--- src/rtl/data_memory_pkg.sv ---
// Shared types and defaults for the parameterised data memory and its clear sequencer.
package data_memory_pkg;
    localparam int DEF_DATA_W = 32;
    localparam int DEF_ADDR_W = 4;

    typedef enum logic {
        CLEAR = 1'b0,
        READY = 1'b1
    } state_e;

    typedef enum logic {
        WRITE_FIRST = 1'b0,
        READ_FIRST  = 1'b1
    } read_mode_e;
endpackage

--- src/rtl/mem_clear_sequencer.sv ---
// CLEAR/READY machine: sweeps every word to zero after reset or on a clear request,
// one word per cycle, and reports readiness once the sweep finishes.
module mem_clear_sequencer
    import data_memory_pkg::*;
#(
    parameter int ADDR_W = DEF_ADDR_W
) (
    input  logic              clk_i,
    input  logic              rst_ni,
    input  logic              clear_i,
    output logic              ready_o,
    output logic [ADDR_W-1:0] clr_addr_o,
    output logic              clr_we_o
);
    localparam logic [ADDR_W-1:0] LAST_ADDR = '1;

    state_e            state_q, state_d;
    logic [ADDR_W-1:0] cnt_q, cnt_d;

    always_ff @(posedge clk_i or negedge rst_ni) begin
        if (!rst_ni) begin
            state_q <= CLEAR;
            cnt_q   <= '0;
        end else begin
            state_q <= state_d;
            cnt_q   <= cnt_d;
        end
    end

    // A clear request during the sweep is ignored; the sweep never restarts mid-way.
    always_comb begin
        state_d = state_q;
        cnt_d   = cnt_q;
        case (state_q)
            CLEAR: begin
                if (cnt_q == LAST_ADDR) begin
                    state_d = READY;
                    cnt_d   = '0;
                end else begin
                    cnt_d = cnt_q + 1'b1;
                end
            end
            READY: begin
                if (clear_i) begin
                    state_d = CLEAR;
                    cnt_d   = '0;
                end
            end
            default: begin
                state_d = CLEAR;
                cnt_d   = '0;
            end
        endcase
    end

    always_comb begin
        ready_o    = (state_q == READY);
        clr_we_o   = (state_q == CLEAR);
        clr_addr_o = cnt_q;
    end
endmodule

--- src/rtl/param_data_memory.sv ---
// Word-addressed memory with byte-enable writes, 1-cycle registered read data and a
// hardware clear sweep; READ_MODE selects the word returned on a write.
module param_data_memory
    import data_memory_pkg::*;
#(
    parameter int         DATA_W    = DEF_DATA_W,
    parameter int         ADDR_W    = DEF_ADDR_W,
    parameter read_mode_e READ_MODE = WRITE_FIRST
) (
    input  logic                CLOCK_50,
    input  logic                RESET_N,
    input  logic                CNTRL_req,
    input  logic                CNTRL_write_en,
    input  logic [DATA_W/8-1:0] CNTRL_byte_en,
    input  logic [ADDR_W-1:0]   Mem_addr,
    input  logic [DATA_W-1:0]   RF_Rd_data,
    input  logic                CNTRL_clear,
    output logic                Mem_ready,
    output logic [DATA_W-1:0]   Mem_data,
    output logic                Mem_valid
);
    localparam int DEPTH = 2 ** ADDR_W;
    localparam int NB    = DATA_W / 8;

    logic [DATA_W-1:0] mem_q [DEPTH];
    logic [DATA_W-1:0] data_q, data_d;
    logic              valid_q, valid_d;

    logic              ready;
    logic              clr_we;
    logic [ADDR_W-1:0] clr_addr;
    logic              accept;
    logic [DATA_W-1:0] old_word;
    logic [DATA_W-1:0] merged;

    mem_clear_sequencer #(
        .ADDR_W (ADDR_W)
    ) u_seq (
        .clk_i      (CLOCK_50),
        .rst_ni     (RESET_N),
        .clear_i    (CNTRL_clear),
        .ready_o    (ready),
        .clr_addr_o (clr_addr),
        .clr_we_o   (clr_we)
    );

    // A clear on the same edge as a request wins and drops the request.
    assign accept   = CNTRL_req & ready & ~CNTRL_clear;
    assign old_word = mem_q[Mem_addr];

    always_comb begin
        merged = old_word;
        for (int k = 0; k < NB; k++) begin
            if (CNTRL_byte_en[k]) merged[8*k +: 8] = RF_Rd_data[8*k +: 8];
        end
    end

    // Sweep writes and accepted accesses are exclusive since acceptance needs READY.
    always_ff @(posedge CLOCK_50) begin
        if (clr_we) begin
            mem_q[clr_addr] <= '0;
        end else if (accept && CNTRL_write_en) begin
            mem_q[Mem_addr] <= merged;
        end
    end

    always_comb begin
        data_d  = data_q;
        valid_d = 1'b0;
        if (accept) begin
            valid_d = 1'b1;
            if (CNTRL_write_en && (READ_MODE == WRITE_FIRST)) data_d = merged;
            else                                              data_d = old_word;
        end
    end

    always_ff @(posedge CLOCK_50 or negedge RESET_N) begin
        if (!RESET_N) begin
            data_q  <= '0;
            valid_q <= 1'b0;
        end else begin
            data_q  <= data_d;
            valid_q <= valid_d;
        end
    end

    assign Mem_ready = ready;
    assign Mem_data  = data_q;
    assign Mem_valid = valid_q;
endmodule
--- config.mk ---
export PLATFORM = sky130hd
export DESIGN_NAME = param_data_memory
export DESIGN_NICKNAME = d
export VERILOG_FILES = /design/src/rtl/data_memory_pkg.sv /design/src/rtl/mem_clear_sequencer.sv /design/src/rtl/param_data_memory.sv
export SDC_FILE = /design/constraint.sdc
export NUM_CORES = 1
export LEC_CHECK = 0
export ABC_AREA = 0
export ABC_CLOCK_PERIOD_IN_PS = 10000
export BUFFER_PORTS_ARGS = -buffer_cell sky130_fd_sc_hd__buf_4
export CAP_MARGIN = 20
export CORE_UTILIZATION = 55
export CTS_CLUSTER_SIZE = 30
export DETAILED_ROUTE_END_ITERATION = 7
export PLACE_DENSITY_LB_ADDON = 0.05
export SKIP_CTS_REPAIR_TIMING = 1
export SLEW_MARGIN = 20
export SYNTH_ARGS = -nofsm -noshare
export SYNTH_HDL_FRONTEND = slang
export SYNTH_HIERARCHICAL = 1
export SYNTH_SLANG_ARGS = --single-unit
--- constraint.sdc ---
create_clock -name CLOCK_50 -period 10 [get_ports CLOCK_50]
set_clock_uncertainty 0.15 [all_clocks]
set_input_delay 1 -clock CLOCK_50 [delete_from_list [all_inputs] [get_ports CLOCK_50]]
set_output_delay 1 -clock CLOCK_50 [all_outputs]
set_load 0.01 [all_outputs]
After elaboration in Yosys (flattened, before gate mapping)
Memory sizes are Yosys's and may differ from the RTL's.
Cells that the tools add are included.
{"block": "classes", "addsub": 1, "n_reduce_logical": 2, "shift": 0, "n_eq_ne": 2, "div_mod_pow": 0, "n_mul": 0, "bitwise": 4, "magnitude_cmp": 0, "n_mux": 19}
{"cell": "$mux W32", "count": 2}
{"cell": "$mux W8", "count": 4}
{"cell": "$reduce_or A32 Y1", "count": 1}
{"cell": "$mux W4", "count": 3}
{"cell": "$mux W1", "count": 8}
{"cell": "$pmux W4 S2", "count": 1}
{"cell": "$add A4 B1 Y4 const B", "count": 1}
{"cell": "$eq A4 B4 Y1 const B", "count": 1}
{"cell": "$and A1 B1 Y1", "count": 2}
{"cell": "$ne A2 B2 Y1 const B", "count": 1}
{"cell": "$not A1 Y1", "count": 2}
{"cell": "$pmux W1 S2", "count": 1}
{"cell": "$logic_and A1 B1 Y1", "count": 1}
{"block": "totals", "register_bits": 38, "ram_bits": 512, "memories": 1, "wordCells": 33, "latch_bits": 0, "rom_bits": 0}
{"memory": "mem_q", "depth": 16, "word_bits": 32, "read_ports": 1, "rd_ports_with_merged_regs": 0, "write_ports": 1, "line_no": "param_data_memory.sv:25", "text": "logic [DATA_W-1:0] mem_q [DEPTH];"}

Logic depth before layout (Yosys ltp)
{"block": "depth", "word_depth": 8, "mapped_depth": 7, "mapped_depth_nobuf": 5}

Modules after synthesis
The synthesis kept the hierarchy.
{"mod": "param_data_memory", "area_per_inst_um2": 21373.0, "n_inst": 1, "seq_area_each_um2": 16200.5, "cells_each": 1082}
{"mod": "mem_clear_sequencer", "area_per_inst_um2": 257.7, "n_inst": 1, "seq_area_each_um2": 125.1, "cells_each": 25}

Worst setup path after synthesis
No wires, ideal clock.
{"block": "synth_path", "path_type": "in2reg", "startpoint": "in CNTRL_clear", "endpoint": "mem mem_q[5][0] in the netlist's numbering (enable)", "stages": 5, "t_required_ns": 9.429, "setup_ns": 0.421, "arrival_ns": 3.288, "path_buffers": 0, "path_slack_ns": 6.141, "path_cell_list": "nand3b_1 inv_1 nand3b_1 o32a_1 nor2_1"}
{"block": "synth_via", "elab_chain_cells": 8, "word_cells_on_any_way": 9, "cone_classes": "5 x mux; 2 x bitwise; 2 x reduce/logical"}
{"element": "from (decl)", "line_no": "param_data_memory.sv:17", "text": "input logic CNTRL_clear,"}
{"element": "$not A1 Y1 (*)", "line_no": "param_data_memory.sv:48", "text": "assign accept = CNTRL_req & ready & ~CNTRL_clear;"}
{"element": "$and A1 B1 Y1 (*)", "line_no": "param_data_memory.sv:48"}
{"element": "$logic_and A1 B1 Y1 (*)", "line_no": "param_data_memory.sv:62", "text": "end else if (accept && CNTRL_write_en) begin"}
{"element": "$mux W1 (*)", "line_no": "param_data_memory.sv:62"}
{"element": "$mux W1 (*)", "line_no": "param_data_memory.sv:60", "text": "if (clr_we) begin"}
{"element": "$mux W1 (not written as such) (*)", "line_no": "param_data_memory.sv:63", "text": "mem_q[Mem_addr] <= merged;"}
{"element": "$reduce_or A32 Y1 (no source line)"}
{"element": "$mux W4 (no source line) / $mux W1 (equally long branches)"}
{"element": "to (decl)", "line_no": "param_data_memory.sv:25"}
Every way passes the cells marked *; elsewhere a longest branch is shown, timed or not.

Worst setup path in the final report
{"block": "layout_path", "startpoint": "in CNTRL_clear", "endpoint": "mem mem_q[11][23] in the netlist's numbering (enable)"}
The elaborated chain is that of the path after synthesis.

==> impl_metrics.tcl <==
set metrics [dict create \
    finalCritPeriodShare_pct 40.3 \
    timing.hold.ws_ns 0.284 \
    dieHeight_um 200 \
    fin_crit_ns 4.03 \
    clk_latency_ns 0.61 \
    ys_ff_latch 550 \
    avgSynthCellArea_sq_um 19.5 \
    synthSimpleGateAreaFrac_pct 4.86 \
    cts_buffers 56 \
    leakage_nw 8.57 \
    cpPeakStageDelay_ns 0.50 \
    drv_slew 0 \
    synthesis.area_sq_um 21600 \
    grt_overflow_total 0 \
    yosys_most_used_dff "edfxtp_1" \
    vias 11400 \
    synth.distinct_cells 40 \
    p_per_area_nw_per_um2 247 \
    critical-path-top-delay-family "buffers and inverters" \
    syn-instance-count 1107 \
    pin_count 79 \
    initial_core_util_pct 55.8 \
    setup_viol 0 \
    die_x_um 200 \
    fin_setup_tns_ns 0 \
    vias_per_cell 6.35 \
    clk_pin_slew_worst_paths_ns 0.07 \
    critPathLaunchType "primary input" \
    wire_per_inst_um 29.2 \
    run_status "complete, no violations" \
    critPathCaptureType "flop" \
    drtAntennaViolNets 0 \
    crit_required_ns 10.08 \
    arrival_ns 4.11 \
    synth_xor_area_share_pct 0.0405 \
    critical_path_class "in -> reg" \
    clock_path_buffers 3 \
    crit_slowest_cell "buf_4" \
    synthesis.nets 1153 \
    final-hold-violation-count 0 \
    synth-async-reset-ratio_pct 6.91 \
    grt_use_total_pct 26.8 \
    slew-limit-headroom_pct 26.7 \
    drt-pass1-iter-count 5 \
    yosysSeqAreaShare_pct 75.5 \
    synth_compound_area_share_pct 4.11 \
    fmax_ghz 0.248 \
    dp_hpwl_um 26400 \
    cp_common_cell "buf_4" \
    rsz0062_at_grt "no" \
    place.gp.congestion 0.763 \
    cts_sinks 550 \
    core_area_sq_um 38700 \
    htreeDepth 2 \
    hp-class "in -> async" \
    nNetsFinal 1271 \
    syn_to_final_growth_pct 15.1 \
    antenna_cells 0 \
    critPathBufInv 5 \
    drv_cap 0 \
    worstMarginPinSlew_ns 1.07 \
    muxShareOfSynthArea_pct 13.5 \
    worstPathCellList "buf_4 > nand3b_1 > buf_4 > nor3b_2 > buf_4 > buf_4 > a31oi_1 > nor2_4 > buf_4" \
    grt_pass1_wl_um 77300 \
    grt_max_degree 67 \
    antenna_found_initial 0 \
    drc 0 \
    numPortBuffers 78 \
    detail_route.iter0.violations 965 \
    synth_edf_count 512 \
    yosysWarnings 6 \
    cts_tree "yes" \
    synth_top_family_by_area "multiplexers" \
    drt-total-wl_um 52300 \
    worstPathMaxFanout 66 \
    final_layout_size_suffix_gt1_share_pct 29.2 \
    rows 72 \
    die-area_sq_um 40100 \
    cts-root-buf "clkbuf_16" \
    grt_pass1_vias 11700 \
    synthAdderAreaFrac_pct 0.0578 \
    vdd_ir_drop_max_uv 146 \
]
area by class of cell:
type | count | area, sq um
clock buffers | 75 | 1530
clock inverters | 31 | 353
fillers | 2732 | 13800
inverters | 5 | 18.8
multi-input cells | 484 | 5040
flip-flops and latches | 550 | 16300
well taps | 518 | 648
repair buffers | 128 | 967
cells in the mapped netlist (2+ instances only):
cell      instances  area, sq um
buf_8             3         45.0
nand2_1          70          263
nand2b_1          5         31.3
a31oi_1           2         12.5
o21ai_1          10         50.1
inv_1             4         15.0
and3_1           65          407
nor2b_1           6         37.5
buf_2            15         75.1
o31ai_1          32          240
buf_4             6         45.0
edfxtp_1        512        15400
o32a_1            2         20.0
a22oi_1          32          240
clkbuf_1         36          135
dfrtp_1          38          951
a21oi_1          33          165
buf_6             7         78.8
nand3_1          33          165
mux4_2          128         2880
nand3b_1          2         15.0
mux2i_1           3         30.0
and2_0            4         25.0
nor2_1           22         82.6
o21ai_0          22          110
cell families (layout without fill, tap and decap cells):
logic type | count (synthesis) | count (layout)
buffers and inverters | 73 | 239
XOR/XNOR | 1 | 1
adder cells (fa/ha/maj) | 1 | 1
multiplexers | 132 | 132
AO/OA/AOI/OAI | 139 | 139
flip-flops | 550 | 550
AND/OR/NAND/NOR | 211 | 211
sequential cells by signal, summed over array words and instances, names as in the netlist:
name / cells
Mem_valid: 1
Mem_data: 32
u_seq/ready_o: 1
mem_q: 512
u_seq/clr_addr_o: 4
metal layers:
metal,GRT usage [%],wire length [um],vias to the layer above
li1,-,-,4786
met1,39.1,22200,6030
met2,42.4,25100,474
met3,3.90,3700,87
met4,8.51,1280,0
met5,0,0,-
report_power, final:
group | internal [mW] | switching (mW) | leakage [nW]
clock | 1.26 | 0.875 | 0.924
combinational | 0.342 | 0.618 | 2.26
sequential | 2.94 | 0.122 | 5.39
total | 4.54 | 1.61 | 8.57
final timing paths:
| path | cells after the start | endpoint | startpoint | slack [ns] |
|---|---|---|---|---|
| max in group asynchronous | 1 | Mem_data[3]$_DFFE_PN0N_ | RESET_N | 8.94 |
| setup / recovery | 9 | mem_q[11][23]$_DFFE_PP_ | CNTRL_clear | 5.97 |
| hold reg to reg | 2 | Mem_data[19]$_DFFE_PN0N_ | Mem_data[19]$_DFFE_PN0N_ | 0.34 |
| hold / removal | 1 | Mem_data[21]$_DFFE_PN0N_ | RESET_N | 0.28 |
| min in group CLOCK_50 | 2 | Mem_data[19]$_DFFE_PN0N_ | Mem_data[19]$_DFFE_PN0N_ | 0.34 |
| setup reg to reg | 8 | mem_q[11][23]$_DFFE_PP_ | u_seq/ready_o$_DFF_PN0_ | 6.01 |
per-stage QoR:
stage	utilization (%)	worst slack, ns	cell area, sq um	cells	power, mW
2_1_floorplan	-	6.14	21600	1107	3.59
3_3_place_gp	59.4	5.39	23000	1685	4.06
3_5_place_dp	59.4	5.38	23000	1685	4.07
4_1_cts	64.2	5.99	24900	1791	6.19
5_1_grt	64.3	5.83	24900	1791	6.36
6_report	64.3	5.97	24900	1791	6.15
worst register-to-register path, stage by stage, from the launching register on:
cell and delay [ns]:
dfrtp_1 0.53, nand3b_1 0.12, buf_4 0.39, nor3b_2 0.31, buf_4 0.30, buf_4 0.47, a31oi_1 0.43, nor2_4 0.42
buf_4 0.50
cells in the final DEF (no fill, tap or decap), types with 3 or more instances in the layout:
master,synthesis,final
buf_4,6,127
nand3_1,33,33
o21ai_0,22,21
clkinvlp_4,0,3
edfxtp_1,512,512
o21ai_1,10,9
inv_1,4,4
and3_1,65,65
and2_0,4,4
clkbuf_16,0,57
nor2_1,22,5
o31ai_1,32,32
nor2_4,0,17
nand2_1,70,70
mux4_2,128,128
clkbuf_1,36,14
nor2b_1,6,4
bufinv_16,0,7
clkinv_2,0,13
nand2b_1,5,5
clkinv_1,0,3
dfrtp_1,38,38
mux2i_1,3,3
clkbuf_8,0,5
a21oi_1,33,33
inv_6,0,3
a22oi_1,32,32
(Power assumes the default switching activity.)
